<file path="src/rtl/gf7_pkg.sv">
// Shared types and constants for the GF(2^7) inverter (field polynomial x^7 + x + 1).
package gf7_pkg;

  localparam int unsigned GF_W        = 7;
  localparam logic [7:0]  GF_POLY     = 8'h83;
  localparam int unsigned CHAIN_STEPS = 5;

  typedef logic [GF_W-1:0] gf7_t;

  typedef enum logic [2:0] {
    IDLE = 3'd0,
    SQR  = 3'd1,
    MUL  = 3'd2,
    FSQ  = 3'd3,
    DONE = 3'd4
  } inv_state_t;

endpackage

</file>
<file path="src/rtl/gf7_mul.sv">
// Combinational GF(2^7) multiplier: p = a*b mod x^7 + x + 1.
module gf7_mul
  import gf7_pkg::*;
(
  input  gf7_t a_i,
  input  gf7_t b_i,
  output gf7_t p_o
);

  localparam gf7_t RED = GF_POLY[GF_W-1:0];

  // Shift-and-add: each step multiplies the running multiplicand by x and reduces it.
  always_comb begin
    gf7_t acc;
    gf7_t mc;
    acc = '0;
    mc  = a_i;
    for (int i = 0; i < int'(GF_W); i++) begin
      if (b_i[i]) acc = acc ^ mc;
      mc = {mc[GF_W-2:0], 1'b0} ^ (mc[GF_W-1] ? RED : gf7_t'(0));
    end
    p_o = acc;
  end

endmodule

</file>
<file path="src/rtl/gf7_inv_seq.sv">
// Sequential GF(2^7) inverter: a^-1 = a^126 via five (square, multiply) rounds and a final square,
// sharing a single combinational multiplier.
module gf7_inv_seq
  import gf7_pkg::*;
#(
  parameter int unsigned W = GF_W
) (
  input  logic         clk,
  input  logic         rst,
  input  logic         in_valid,
  output logic         in_ready,
  input  logic [W-1:0] in_a,
  output logic         out_valid,
  input  logic         out_ready,
  output logic [W-1:0] out_inv,
  output logic         out_zero
);

  localparam logic [2:0] K_LAST = 3'(CHAIN_STEPS - 1);

  inv_state_t state_q, state_d;
  gf7_t       t_q, t_d;
  gf7_t       a_q, a_d;
  logic [2:0] k_q, k_d;
  logic       zero_q, zero_d;
  logic       in_ready_q, out_valid_q;
  gf7_t       mul_b;
  gf7_t       prod;

  // Operand mux: only MUL pulls in the original operand, every other step squares t.
  assign mul_b = (state_q == MUL) ? a_q : t_q;

  gf7_mul u_mul (
    .a_i (t_q),
    .b_i (mul_b),
    .p_o (prod)
  );

  always_comb begin
    state_d = state_q;
    t_d     = t_q;
    a_d     = a_q;
    k_d     = k_q;
    zero_d  = zero_q;
    case (state_q)
      IDLE: begin
        if (in_valid) begin
          a_d     = in_a;
          t_d     = in_a;
          k_d     = 3'd0;
          zero_d  = (in_a == '0);
          state_d = SQR;
        end
      end
      SQR: begin
        t_d     = prod;
        state_d = MUL;
      end
      MUL: begin
        t_d = prod;
        if (k_q == K_LAST) begin
          state_d = FSQ;
        end else begin
          k_d     = k_q + 3'd1;
          state_d = SQR;
        end
      end
      FSQ: begin
        t_d     = prod;
        state_d = DONE;
      end
      DONE: begin
        if (out_ready) state_d = IDLE;
      end
      default: state_d = IDLE;
    endcase
  end

  always_ff @(posedge clk) begin
    if (rst) begin
      state_q     <= IDLE;
      t_q         <= '0;
      a_q         <= '0;
      k_q         <= 3'd0;
      zero_q      <= 1'b0;
      in_ready_q  <= 1'b1;
      out_valid_q <= 1'b0;
    end else begin
      state_q     <= state_d;
      t_q         <= t_d;
      a_q         <= a_d;
      k_q         <= k_d;
      zero_q      <= zero_d;
      in_ready_q  <= (state_d == IDLE);
      out_valid_q <= (state_d == DONE);
    end
  end

  assign in_ready  = in_ready_q;
  assign out_valid = out_valid_q;
  assign out_inv   = t_q;
  assign out_zero  = zero_q;

endmodule

</file>
<file path="config.mk">
export PLATFORM = sky130hd
export DESIGN_NAME = gf7_inv_seq
export DESIGN_NICKNAME = d
export VERILOG_FILES = /design/src/rtl/gf7_pkg.sv /design/src/rtl/gf7_mul.sv /design/src/rtl/gf7_inv_seq.sv
export SDC_FILE = /design/constraint.sdc
export NUM_CORES = 1
export LEC_CHECK = 0
export BUFFER_PORTS_ARGS = -buffer_cell sky130_fd_sc_hd__buf_4
export CAP_MARGIN = 10
export CORE_MARGIN = 8
export CORE_UTILIZATION = 61
export CTS_CLUSTER_SIZE = 12
export DETAILED_ROUTE_END_ITERATION = 12
export PLACE_DENSITY_LB_ADDON = 0.12
export SYNTH_ARGS = -nofsm -noshare
export SYNTH_HDL_FRONTEND = slang
export SYNTH_SLANG_ARGS = --single-unit
</file>
<file path="constraint.sdc">
create_clock -name clk -period 2.34 [get_ports clk]
set_input_delay 0 -clock clk [delete_from_list [all_inputs] [get_ports clk]]
set_output_delay 0 -clock clk [all_outputs]
set_load 0.01 [all_outputs]
</file>
==> flow_summary.ini <==
[floorplan]
initial_utilization_pct = 62.2
core_sq_um = 3910
die_w_microns = 79.2
placementRows = 23
ios = 21
die_h_microns = 79.2
die_area_sq_um = 6270

[placed_design]
placed_cells = 427
placedInstanceArea_sq_um = 2780
gp_congestion = 0.976
pre_cts_ws_ns = 0.0252
io_buffers = 20
dp_hpwl_mm = 5.72

[sta]
period_share_pct = 94.8
max_freq_ghz = 0.451
maxSlewViolCount = 0
finalCriticalPeriod_ns = 2.22
layout_setup_ws_ns = 0.121
fin_hold_ws_ns = 0.0273
setup_viol = 0
fin_tns_setup_ns = 0
worst_pin_slew_ns = 0.500
slew-limit-headroom_pct = 66.5
hold_viol = 0
fin_skew_ns = 0.00166

[final_layout]
fill_cells = 293
layout_common_cells = buf_4, nand2_1, a21oi_1
nets = 404
drive_above_1_share_pct = 21.8
final_common_cell = buf_4
design_area_sq_um = 2980
n_antenna_cell = 0
area_growth_pct = 22.2
stdcell_count = 440

[power]
vdd_drop_max_mv = 0.378
p_leak_nw = 1.06
powerDensity_nw_per_um2 = 510

[detailed_routing]
wl_per_cell_microns = 18.6
via_count = 2898
first_pass_iters = 6
drtIter0Drc = 345
drt_wl_total_mm = 8.19
drc = 0
via_per_inst = 6.59
antenna_left = 0

[logic_synthesis]
synth_adder_area_share_pct = 1.03
synth_cell_type_count = 56
synth_top_family_by_area = compound AO/OA/AOI/OAI gates
netlist_area_sq_um = 2440
postSynthAreaPerCell_sq_um = 6.86
synth-edff-count = 0
syn_nets = 368
synthCells = 355
yosys_warnings = 0
ys_ff_latch = 23
async_reset_ff_share_pct = 0
synth_flop_cell = dfxtp_1
yosys.area_share.simple_pct = 26.8
synthXorXnorAreaFrac_pct = 10.1
muxShareOfSynthArea_pct = 3.44
synth-compound-area-share_pct = 31.8
ys_seq_area_share_pct = 18.9

[clock_network]
cts_buffers = 3
clock_path_buffers = 2
clkTransAtPathRegs_ns = 0.08
clock-sinks = 23
clockRootBuffer = clkbuf_8
h-tree-depth = 1
clk_latency_ns = 0.26
cts_tree = built

[worst_setup_path]
reg2reg_depth = 8
critPathLaunch = out_inv[0]$_SDFFE_PP0P_
slowest_delay_ns = 0.63
arrival_ns = 2.36
cp-start-kind = register
crit_chain = buf_4, nand2_1, mux2_2, o221ai_1, a21oi_1, xor2_1, xnor2_1, o22ai_1
r2r_slack_ns = 0.12
critPathKind = register to register
slowest_stage = dfxtp_1
crit_required_ns = 2.48
worst_setup_path_end_kind = register
worstReg2RegEnd = out_inv[3]$_SDFFE_PP0P_
cp-endpoint = out_inv[3]$_SDFFE_PP0P_
worstReg2RegStart = out_inv[0]$_SDFFE_PP0P_
crit_fanout = 12

[global_route]
grt_pass1_wl_mm = 12.6
grtUsageTotal_pct = 24.6
grt_max_degree = 22
grt_pass1_vias = 2608
antenna_found_initial = 0
overflow = 0

[status]
status = complete, no violations

[min_path]
min_path_type = primary input to register

[flow_run]
drv_cap = 0
## worst min path at each step
stage,slack (ns),endpoint,cells past startpoint,start
floorplan,0.08,state_q[1]$_SDFF_PP0_,1,rst
global placement,0.27,a_q[1]$_SDFFE_PP0P_,3,in_a[1]
detailed placement,0.28,a_q[1]$_SDFFE_PP0P_,3,in_a[1]
CTS,0.03,a_q[4]$_SDFFE_PP0P_,3,in_a[4]
global route,0.04,a_q[0]$_SDFFE_PP0P_,3,in_a[0]
finish,0.03,out_zero$_SDFFE_PP0P_,4,in_a[2]
## sequential cells by signal, summed over array words and instances (netlist names)
signal     count
k_q            3
a_q            7
out_zero       1
in_ready       1
state_q        3
out_inv        7
out_valid      1
## worst max-delay path, delay by kind of cell, from the launching register on
| family | cells | cell delay [ns] |
|---|---|---|
| xor gates and xnor gates | 2 | 0.41 |
| buffers and inverters | 1 | 0.28 |
| muxes | 1 | 0.26 |
| and+or+nand+nor | 1 | 0.07 |
| DFF | 1 | 0.63 |
| AOI/OAI and AO/OA | 3 | 0.44 |
## synth_stat cells (2+ instances only)
cell,instances,area share (%)
buf_2,5,1.0
xnor2_1,20,7.2
nor4bb_1,2,0.82
o22ai_1,9,2.3
o21a_1,2,0.62
nand2b_1,4,1.0
nand3b_1,3,0.92
a21boi_0,4,1.2
nand4_1,5,1.3
inv_1,8,1.2
a211oi_1,10,3.1
nor3b_1,3,0.92
dfxtp_1,23,19
buf_6,3,1.4
o31ai_1,3,0.92
a32oi_1,2,0.72
ha_1,2,1.0
xor2_1,8,2.9
o21ai_0,20,4.1
mux2i_1,5,2.1
o311ai_0,2,0.72
nor2b_1,11,2.8
nor3_1,5,1.0
a22oi_1,5,1.5
a31oi_1,3,0.77
mux2_2,3,1.4
nor2_1,21,3.2
buf_1,3,0.46
o211ai_1,6,1.8
a21oi_1,41,8.4
and3_1,2,0.51
nand3_1,7,1.4
nand2_1,57,8.8
clkbuf_1,23,3.5
o221ai_1,3,1.1
o2111ai_1,2,0.72
## per-layer routing
| metal | up-vias | wire length, microns | GRT usage [%] |
|---|---|---|---|
| met4 | 0 | 301 | 11.9 |
| met5 | - | 0 | 0 |
| met2 | 186 | 3980 | 43.1 |
| met3 | 39 | 664 | 3.39 |
| li1 | 1351 | - | - |
| met1 | 1322 | 3250 | 28.6 |
## cell type report
type                            count  area, sq um  share of cell area [%]
Sequential cell                    23          469                    15.8
Timing Repair Buffer               66          544                    18.3
Multi-Input combinational cell    289         1830                    61.3
Inverter                            8         30.0                    1.01
Tap cell                           50         62.6                    2.10
Clock buffer                        4         45.0                    1.51
## cell families (layout without fill, tap and decap cells)
logic type / after synthesis / after routing
buffers and inverters: 43 / 78
AOI/OAI and AO/OA: 121 / 121
xor gates and xnor gates: 28 / 28
and+or+nand+nor: 130 / 130
muxes: 8 / 8
DFF: 23 / 23
adders and majority gates: 2 / 2
## per-stage QoR
stage | total power (W) | utilization (%)
2_1_floorplan | 0.000976 | -
3_3_place_gp | 0.00121 | 70.9
3_5_place_dp | 0.00122 | 70.9
4_1_cts | 0.00146 | 72.5
5_1_grt | 0.00160 | 76.1
6_report | 0.00152 | 76.1
## power by group
group          switching (W)  leakage (nW)  total (W)  internal, W
clock network       0.000122        0.0228   0.000243     0.000122
registers          0.0000625         0.190   0.000484     0.000422
logic               0.000444         0.846   0.000791     0.000347
## repair_timing
item,CTS,global route
setup endpoints to repair,1,5
hold buffers,1,0
hold endpoints to repair,1,0
buffers inserted,0,7
gates resized for setup,1,13
pin swaps,0,9
cloned,0,1
No activity file was read; power rests on OpenSTA's default activity.
